**src/rtl/pc_ctrl_pkg.sv**
```systemverilog
// Shared decode constants for the fetch/decode PC path: next-PC op codes,
// comparator codes and the default reset/IM bounds.
package pc_ctrl_pkg;

  localparam int unsigned XLEN    = 32;
  localparam int unsigned NPC_W   = 2;
  localparam int unsigned CMP_W   = 3;

  localparam logic [NPC_W-1:0] NPC_PC4    = 2'b00;
  localparam logic [NPC_W-1:0] NPC_BRANCH = 2'b01;
  localparam logic [NPC_W-1:0] NPC_J      = 2'b10;
  localparam logic [NPC_W-1:0] NPC_JR     = 2'b11;

  localparam logic [CMP_W-1:0] CMP_EQ  = 3'd0;
  localparam logic [CMP_W-1:0] CMP_NE  = 3'd1;
  localparam logic [CMP_W-1:0] CMP_LEZ = 3'd2;
  localparam logic [CMP_W-1:0] CMP_GTZ = 3'd3;
  localparam logic [CMP_W-1:0] CMP_LTZ = 3'd4;
  localparam logic [CMP_W-1:0] CMP_GEZ = 3'd5;

  localparam logic [XLEN-1:0] RESET_PC_DEF = 32'h0000_3000;
  localparam logic [XLEN-1:0] IM_TOP_DEF   = 32'h0000_6ffc;

  // Word-offset branch target relative to the delay-slot address, modulo 2^32.
  function automatic logic [XLEN-1:0] branch_target(input logic [XLEN-1:0] pc,
                                                    input logic [15:0]     imm16);
    return pc + XLEN'(4) + {{14{imm16[15]}}, imm16, 2'b00};
  endfunction

endpackage

```
**src/rtl/pc_ctrl_npc_target.sv**
```systemverilog
// Combinational control-transfer target and redirect decision from D-stage controls.
module npc_target
  import pc_ctrl_pkg::*;
(
  input  logic [XLEN-1:0]  d_pc,
  input  logic             d_valid,
  input  logic [NPC_W-1:0] npc_op,
  input  logic             cmp_flag,
  input  logic [15:0]      imm16,
  input  logic [25:0]      imm26,
  input  logic [XLEN-1:0]  gpr_rs,
  output logic [XLEN-1:0]  target_c,
  output logic             redirect_c
);

  always_comb begin
    target_c   = branch_target(d_pc, imm16);
    redirect_c = 1'b0;
    case (npc_op)
      NPC_BRANCH: redirect_c = d_valid & cmp_flag;
      NPC_J: begin
        target_c   = {d_pc[31:28], imm26, 2'b00};
        redirect_c = d_valid;
      end
      NPC_JR: begin
        target_c   = gpr_rs;
        redirect_c = d_valid;
      end
      default: redirect_c = 1'b0;
    endcase
  end

endmodule

```
**src/rtl/pc_ctrl.sv**
```systemverilog
// F/D program-counter registers with delay-slot semantics and optional branch
// statistics counters (enabled by defining NPC_STAT_EN).
module pc_ctrl
  import pc_ctrl_pkg::*;
#(
  parameter logic [31:0] RESET_PC = RESET_PC_DEF,
  parameter logic [31:0] IM_TOP   = IM_TOP_DEF
) (
  input  logic        clk,
  input  logic        reset,
  input  logic        stall,
  input  logic [1:0]  npc_op,
  input  logic        cmp_flag,
  input  logic [15:0] imm16,
  input  logic [25:0] imm26,
  input  logic [31:0] gpr_rs,
  output logic [31:0] F_pc,
  output logic [31:0] D_pc,
  output logic [31:0] D_pc8,
  output logic        D_valid,
  output logic        redirect,
  output logic        adel_f,
  output logic [31:0] br_cnt,
  output logic [31:0] br_taken_cnt
);

  logic [XLEN-1:0] f_pc_q, f_pc_d;
  logic [XLEN-1:0] d_pc_q, d_pc_d;
  logic [XLEN-1:0] d_pc8_q, d_pc8_d;
  logic            d_valid_q, d_valid_d;
  logic [XLEN-1:0] target_c;
  logic            redirect_c;

  npc_target u_npc_target (
    .d_pc       (d_pc_q),
    .d_valid    (d_valid_q),
    .npc_op     (npc_op),
    .cmp_flag   (cmp_flag),
    .imm16      (imm16),
    .imm26      (imm26),
    .gpr_rs     (gpr_rs),
    .target_c   (target_c),
    .redirect_c (redirect_c)
  );

  // The fetched instruction always advances to D, so delay slots are never squashed.
  always_comb begin
    f_pc_d    = f_pc_q;
    d_pc_d    = d_pc_q;
    d_pc8_d   = d_pc8_q;
    d_valid_d = d_valid_q;
    if (!stall) begin
      f_pc_d    = redirect_c ? target_c : f_pc_q + XLEN'(4);
      d_pc_d    = f_pc_q;
      d_pc8_d   = f_pc_q + XLEN'(8);
      d_valid_d = 1'b1;
    end
  end

  always_ff @(posedge clk) begin
    if (reset) begin
      f_pc_q    <= RESET_PC;
      d_pc_q    <= RESET_PC;
      d_pc8_q   <= RESET_PC + XLEN'(8);
      d_valid_q <= 1'b0;
    end else begin
      f_pc_q    <= f_pc_d;
      d_pc_q    <= d_pc_d;
      d_pc8_q   <= d_pc8_d;
      d_valid_q <= d_valid_d;
    end
  end

  assign F_pc     = f_pc_q;
  assign D_pc     = d_pc_q;
  assign D_pc8    = d_pc8_q;
  assign D_valid  = d_valid_q;
  assign redirect = redirect_c;
  assign adel_f   = (f_pc_q[1:0] != 2'b00) || (f_pc_q < RESET_PC) || (f_pc_q > IM_TOP);

`ifdef NPC_STAT_EN
  logic [XLEN-1:0] br_cnt_q, br_cnt_d;
  logic [XLEN-1:0] br_taken_cnt_q, br_taken_cnt_d;
  logic            br_ev_c;

  assign br_ev_c = !stall && d_valid_q && (npc_op == NPC_BRANCH);

  // Saturating event counters.
  always_comb begin
    br_cnt_d       = br_cnt_q;
    br_taken_cnt_d = br_taken_cnt_q;
    if (br_ev_c && (br_cnt_q != '1)) br_cnt_d = br_cnt_q + XLEN'(1);
    if (br_ev_c && cmp_flag && (br_taken_cnt_q != '1)) br_taken_cnt_d = br_taken_cnt_q + XLEN'(1);
  end

  always_ff @(posedge clk) begin
    if (reset) begin
      br_cnt_q       <= '0;
      br_taken_cnt_q <= '0;
    end else begin
      br_cnt_q       <= br_cnt_d;
      br_taken_cnt_q <= br_taken_cnt_d;
    end
  end

  assign br_cnt       = br_cnt_q;
  assign br_taken_cnt = br_taken_cnt_q;
`else
  assign br_cnt       = '0;
  assign br_taken_cnt = '0;
`endif

endmodule

```
**config.mk**
```make
export PLATFORM = sky130hd
export DESIGN_NAME = pc_ctrl
export DESIGN_NICKNAME = d
export VERILOG_FILES = /design/src/rtl/pc_ctrl_pkg.sv /design/src/rtl/pc_ctrl_npc_target.sv /design/src/rtl/pc_ctrl.sv
export SDC_FILE = /design/constraint.sdc
export NUM_CORES = 1
export LEC_CHECK = 0
export CAP_MARGIN = 20
export CORE_UTILIZATION = 33
export CTS_CLUSTER_SIZE = 30
export DETAILED_ROUTE_END_ITERATION = 6
export GPL_TIMING_DRIVEN = 0
export SETUP_SLACK_MARGIN = 0.1
export SLEW_MARGIN = 20
export SYNTH_ARGS = -nofsm -noshare
export SYNTH_HDL_FRONTEND = slang
export SYNTH_HIERARCHICAL = 1
export SYNTH_SLANG_ARGS = --single-unit
```
**constraint.sdc**
```tcl
create_clock -name clk -period 3.5 [get_ports clk]
set_input_delay 0.35 -clock clk [delete_from_list [all_inputs] [get_ports clk]]
set_output_delay 0.35 -clock clk [all_outputs]
set_load 0.02 [all_outputs]
```
==> run_results.csv, run 1 <==
group,metric,value,unit
clock_tree,clk-insertion-delay-late,0.35,ns
power,power.internal,2.15,mW
timing,drv_slew,0,
clock_tree,root_buffer,"clkbuf_16",
routing,wire_per_inst,19.7,um
routing,ant_nets,0,
routing,first_pass_iters,5,
power,leakagePower,4.47,nW
place,io_buffers,177,
logic_synthesis,synth_cells,1028,
floorplan,initial_core_util,33.9,%
clock_tree,htree_levels,3,
routing,vias,8531,
logic_synthesis,synth_ff_type,"dfxtp_1",
critical_path,worstSetupPathType,"flip-flop to flip-flop",
routing,drc,0,
logic_synthesis,post_synth_instance_area,8010,um^2
logic_synthesis,synth_edf_count,0,
timing,hold_viol,0,
critical_path,reg2reg_depth,11,
layout,diodes,0,
critical_path,reg2reg_to,"F_pc[30]",
critical_path,r2r_setup_slack,0.22,ns
power,switching_share,33.9,%
timing,setup_viol,0,
timing,worst_pin_slew,1.01,ns
power,totalPowerFinal,3.25,mW
power,ir_drop,208,uV
floorplan,core_area,23600,um^2
critical_path,cp.arrival,3.55,ns
critical_path,cp-endpoint,"F_pc[30]",
logic_synthesis,syn-mean-instance-area,7.80,um^2
place,gp_congestion,0.920,
power,netSwitchingPower,1.10,mW
place,dp.cells,1587,
timing,period_share,93.7,%
floorplan,ioPinCount,243,
timing,finalSetupTns,0,ns
grt,grt_max_degree,18,
run,cap_violations,0,
clock_tree,cts_tree,"done",
layout,nets,1421,
logic_synthesis,synth_warnings,6,
worst_hold_path,hold_path_class,"flip-flop to flip-flop",
floorplan,die_area,24900,um^2
grt,overflow,0,
critical_path,end_kind,"flip-flop",
grt,grt_pass1_wl,46900,um
routing,vias_per_cell,5.32,
floorplan,die_y,158,um
logic_synthesis,synth-async-reset-ratio,0,%
clock_tree,cts_buffer_depth,2,
worst_hold_path,hold_start,"D_pc8[15]",
grt,antenna_found_initial,1,
power,combPwrFrac,32.6,%
logic_synthesis,synth_cell_types,79,
timing,finalWorstPathRequiredPeriod,3.28,ns
critical_path,crit_required,3.77,ns
floorplan,row_count,56,
logic_synthesis,synth_seq_cells,94,
layout,fin_cells,1604,
place,dp_hpwl,25100,um
layout,postLayoutCoreUtil,45.7,%
place,place_ws,-0.739,ns
routing,wl,31600,um
clock_tree,cts_buffers,9,
routing,drt_iter0_drc,722,
power,clkPwrFrac,31.6,%
logic_synthesis,ys_seq_area_share,23.5,%
power,power.density,301,nW/um^2
timing,rsz0062_at_grt,"true",
critical_path,worst_setup_path_start_kind,"flip-flop",
timing,maxSlewHeadroom,32.2,%
floorplan,die_x,158,um
timing,fmax,305,MHz
clock_tree,cts.clk_slew.worst_paths,0.07,ns
critical_path,critPathLaunch,"D_pc[11]",
critical_path,crit_fanout,7,
grt,gr-usage-all-layers,25.2,%
outcome,status,"completed",
timing,clock_skew,0.00841,ns
layout,areaGrowthSynthToFinish,34.8,%
timing,worst_slack,0.221,ns
power,seqPwrFrac,35.9,%
layout,layout-drive-gt1-share,12.0,%
clock_tree,cts_sinks,94,
grt,grt_pass1_vias,8076,
critical_path,crit-reg2reg-launch,"D_pc[11]",
## state kept, by name (all words and copies together), names as in the netlist
name / cells
F_pc: 32
D_valid: 1
D_pc8: 29
D_pc: 32
## routing by layer
| metal | up-vias | track usage, % | routed length, um |
|---|---|---|---|
| met3 | 54 | 4.82 | 2640 |
| met2 | 433 | 41.2 | 14100 |
| met4 | 0 | 8.97 | 984 |
| li1 | 4095 | - | - |
| met1 | 3949 | 32.9 | 13800 |
| met5 | - | 0 | 0 |
## cell usage after synthesis, drive strengths merged (15+ instances only)
cell,n,area share [%]
nand3,27,1.7
clkbuf,44,2.1
nor4,15,1.4
mux2,18,2.5
a211oi,16,1.7
nand2,84,4.0
a21oi,87,5.5
nand4,29,2.5
xnor2,22,2.4
nor3,20,1.2
dfxtp,94,23
nor2,99,4.6
inv,29,1.4
buf,99,8.3
ha,59,9.2
o21ai,42,2.6
mux2i,50,6.2
xor2,16,1.7
## placed cells by master (no fill, tap or decap), types with 9 or more instances in the layout
cell type	instances
a211oi_1	15
a21o_1	11
a21oi_1	86
a22oi_1	9
a31oi_1	11
and3_1	10
buf_1	12
buf_2	15
buf_4	72
clkbuf_1	40
clkbuf_16	9
clkdlybuf4s50_1	176
conb_1	64
dfxtp_1	94
ha_1	59
inv_1	29
mux2_2	18
mux2i_1	50
nand2_1	82
nand3_1	27
nand4_1	28
nor2_1	99
nor2b_1	10
nor3_1	20
nor4_1	13
o21a_1	14
o21ai_0	40
xnor2_1	22
xor2_1	16
## layout make-up
| type | instances | area (um^2) |
|---|---|---|
| flip-flops and latches | 94 | 1880 |
| clock inverters | 4 | 53.8 |
| well taps | 319 | 399 |
| repair buffers | 180 | 1800 |
| clock buffers | 11 | 253 |
| multi-input cells | 824 | 5460 |
| plain buffers | 143 | 845 |
| fillers | 2430 | 12800 |
| inverters | 29 | 109 |
## worst min path at each step
stage | to | slack (ns) | cells past startpoint
after floorplan | D_pc8[14] | 0.54 | 2
after global placement | D_pc8[19] | 0.45 | 2
after detailed placement | D_pc8[15] | 0.45 | 2
after CTS | D_pc8[15] | 0.47 | 2
after global routing | D_pc8[9] | 0.49 | 2
final | D_pc8[15] | 0.46 | 2
## power by group through the flow
stage               clock (mW)  combinational [mW]  sequential, mW
floorplan                    0               0.595            1.23
global placement             0                1.03            1.19
detailed placement           0                1.04            1.19
CTS                       1.04                1.04            1.17
global route              1.08                1.14            1.17
finish                    1.03                1.06            1.17
## what timing repair did
action,CTS,global route
gates resized for setup,7,12
pin swaps,0,1
setup endpoints to repair,17,14
hold buffers,0,0
buffers inserted,0,3
## critical path, cell delays in order, from the launching register on
cell	delay, ns
dfxtp_1	0.46
ha_1	0.28
ha_1	0.39
and3_2	0.28
and3_4	0.20
a211oi_4	0.40
o41ai_1	0.13
a31o_1	0.19
a311oi_1	0.45
o21a_1	0.20
a21oi_1	0.04
a211oi_1	0.18
## logic make-up after synthesis
logic type | share of synthesized area (%)
AND/OR/NAND/NOR | 20.6
AO/OA/AOI/OAI | 21.6
adder cells (fa/ha/maj) | 9.46
XOR/XNOR | 4.15
flip-flops | 23.5
multiplexers | 8.77
buffers and inverters | 11.9
other | 0.0468
## stage by stage
step,area [um^2],hold slack [ns]
after floorplan,8250,0.541
after global placement,10400,0.453
after detailed placement,10400,0.455
after CTS,10700,0.465
after global routing,10800,0.487
final,10800,0.465
No activity file was read; power rests on OpenSTA's default activity.
==> run 2, diff against run 1 <==
- clock period: 3.5 -> 4.3 ns (I/O delays scaled with it)
==> run_results.csv, run 2 (synthesis results as in run 1) <==
group,metric,value,unit
routing,vias_per_cell,5.32,
critical_path,reg2reg_depth,11,
place,dp.cells,1587,
power,ir_drop,170,uV
power,combPwrFrac,32.4,%
routing,wire_per_inst,19.9,um
routing,ant_nets,0,
place,place_ws,-0.0190,ns
timing,worst_pin_slew,1.01,ns
run,cap_violations,0,
critical_path,crit_required,4.54,ns
clock_tree,clk-insertion-delay-late,0.35,ns
layout,multiInputGateArea,5410,um^2
critical_path,path_buf_inv,5,
floorplan,die_x,158,um
clock_tree,cts_tree,"done",
critical_path,end_kind,"flip-flop",
power,clkPwrFrac,31.7,%
critical_path,crit-reg2reg-launch,"D_pc[10]",
floorplan,initial_core_util,33.9,%
grt,grt_pass1_wl,47100,um
place,dp_hpwl,25100,um
layout,layout-drive-gt1-share,11.0,%
place,io_buffers,177,
timing,hold_viol,0,
floorplan,ioPinCount,243,
critical_path,critPathLaunch,"npc_op[1]",
timing,setup_viol,0,
timing,drv_slew,0,
power,leakagePower,4.45,nW
clock_tree,ctsHoldBuffers,0,
clock_tree,htree_levels,3,
floorplan,row_count,56,
power,netSwitchingPower,0.900,mW
worst_hold_path,hold_path_class,"flip-flop to flip-flop",
layout,nets,1419,
layout,fillers,2440,
clock_tree,cts_sinks,94,
timing,maxSlewHeadroom,32.1,%
floorplan,die_y,158,um
critical_path,cp.depth,10,
power,power.density,247,nW/um^2
critical_path,cp_top_family,"buffers and inverters",
floorplan,die_area,24900,um^2
clock_tree,cts_buffers,9,
grt,grt_pass1_vias,8065,
routing,wl,31800,um
outcome,status,"completed",
critical_path,crit_fanout,10,
routing,first_pass_iters,5,
layout,diodes,0,
critical_path,cpPeakStageDelay,0.60,ns
clock_tree,cts_resized,0,
timing,clock_skew,0.00728,ns
critical_path,worstPathCellList,"clkdlybuf4s50_1, clkbuf_1, a21oi_1, nor2b_1, clkbuf_1, inv_1, nor2_1, clkbuf_1, a22oi_1, o22ai_1",
critical_path,crit_top_cell,"clkbuf_1",
critical_path,cp.arrival,4.03,ns
clock_tree,cts.clk_slew.worst_paths,0.07,ns
floorplan,core_area,23600,um^2
power,power.internal,1.75,mW
layout,seq_area,1880,um^2
grt,gr-usage-all-layers,25.4,%
layout,final_common_cell,"clkdlybuf4s50_1",
clock_tree,root_buffer,"clkbuf_16",
timing,rsz0062_at_grt,"false",
routing,drt_iter0_drc,732,
critical_path,cp-endpoint,"F_pc[25]",
routing,drc,0,
critical_path,worstSetupPathType,"primary input to flip-flop",
layout,fin_cells,1602,
power,totalPowerFinal,2.65,mW
critical_path,worst_setup_path_start_kind,"primary input",
power,seqPwrFrac,35.9,%
place,gp_congestion,0.920,
grt,antenna_found_initial,1,
routing,vias,8526,
grt,grt_max_degree,16,
timing,period_share,88.0,%
clock_tree,cts_buffer_depth,2,
critical_path,cp_slowest_cell,"clkdlybuf4s50_1",
timing,worst_slack,0.514,ns
critical_path,r2r_setup_slack,0.74,ns
clock_tree,cts_setup_buffers,0,
critical_path,reg2reg_to,"F_pc[23]",
timing,finalWorstPathRequiredPeriod,3.79,ns
power,switching_share,34.0,%
layout,areaGrowthSynthToFinish,33.9,%
timing,fmax,264,MHz
layout,mostFrequentLayoutCells,"176 x clkdlybuf4s50_1, 99 x nor2_1, 94 x dfxtp_1",
grt,overflow,0,
## run 2: cell types whose count changed in the layout (fill, tap and decap cells not counted), moves of 2 or more
cell      change
clkbuf_2      -2
buf_4         -2
o31ai_1       +3
o31ai_2       -3
clkbuf_1      +2
## run 2: cell type report
type / instances / share of cell area [%]
Buffer: 144 / 7.88
Clock buffer: 11 / 2.36
Clock inverter: 4 / 0.501
Inverter: 29 / 1.01
Multi-Input combinational cell: 824 / 50.5
Sequential cell: 94 / 17.5
Tap cell: 319 / 3.72
Timing Repair Buffer: 177 / 16.5
## run 2: how the worst min path moves through the flow
| stage | from | to | slack (ns) | depth (start not counted) |
|---|---|---|---|---|
| after floorplan | D_pc8[14] | D_pc8[14] | 0.54 | 2 |
| after global placement | D_pc8[19] | D_pc8[19] | 0.45 | 2 |
| after detailed placement | D_pc8[15] | D_pc8[15] | 0.45 | 2 |
| after CTS | D_pc8[15] | D_pc8[15] | 0.47 | 2 |
| after global routing | D_pc8[9] | D_pc8[9] | 0.49 | 2 |
| final | D_pc8[15] | D_pc8[15] | 0.46 | 2 |
## run 2: tightest hold or removal path, stage by stage, from the launching register on
cell	delay (ns)
dfxtp_1	0.31
nand2_1	0.06
a21oi_1	0.05
## run 2: power by group through the flow
stage	registers [mW]	logic, mW	clock network [mW]
after global routing	0.953	0.923	0.881
after detailed placement	0.969	0.844	0
after floorplan	0.999	0.484	0
final	0.949	0.857	0.840
after CTS	0.949	0.848	0.847
after global placement	0.969	0.842	0
## run 2: stage by stage
stage,setup TNS (ns),utilization [%],area (um^2),hold WS [ns]
after global placement,-0.0167,44.1,10400,0.453
after floorplan,0,-,8250,0.541
after CTS,0,45.4,10700,0.465
after detailed placement,-0.0190,44.1,10400,0.455
after global routing,0,45.4,10700,0.487
final,0,45.4,10700,0.465
## run 2: layer usage
| layer | global-route usage (%) | routed length [um] | vias up |
|---|---|---|---|
| met4 | 8.97 | 961 | 0 |
| met3 | 4.82 | 2670 | 54 |
| met5 | 0 | 0 | - |
| li1 | - | - | 4088 |
| met2 | 41.4 | 14300 | 418 |
| met1 | 33.1 | 13900 | 3966 |
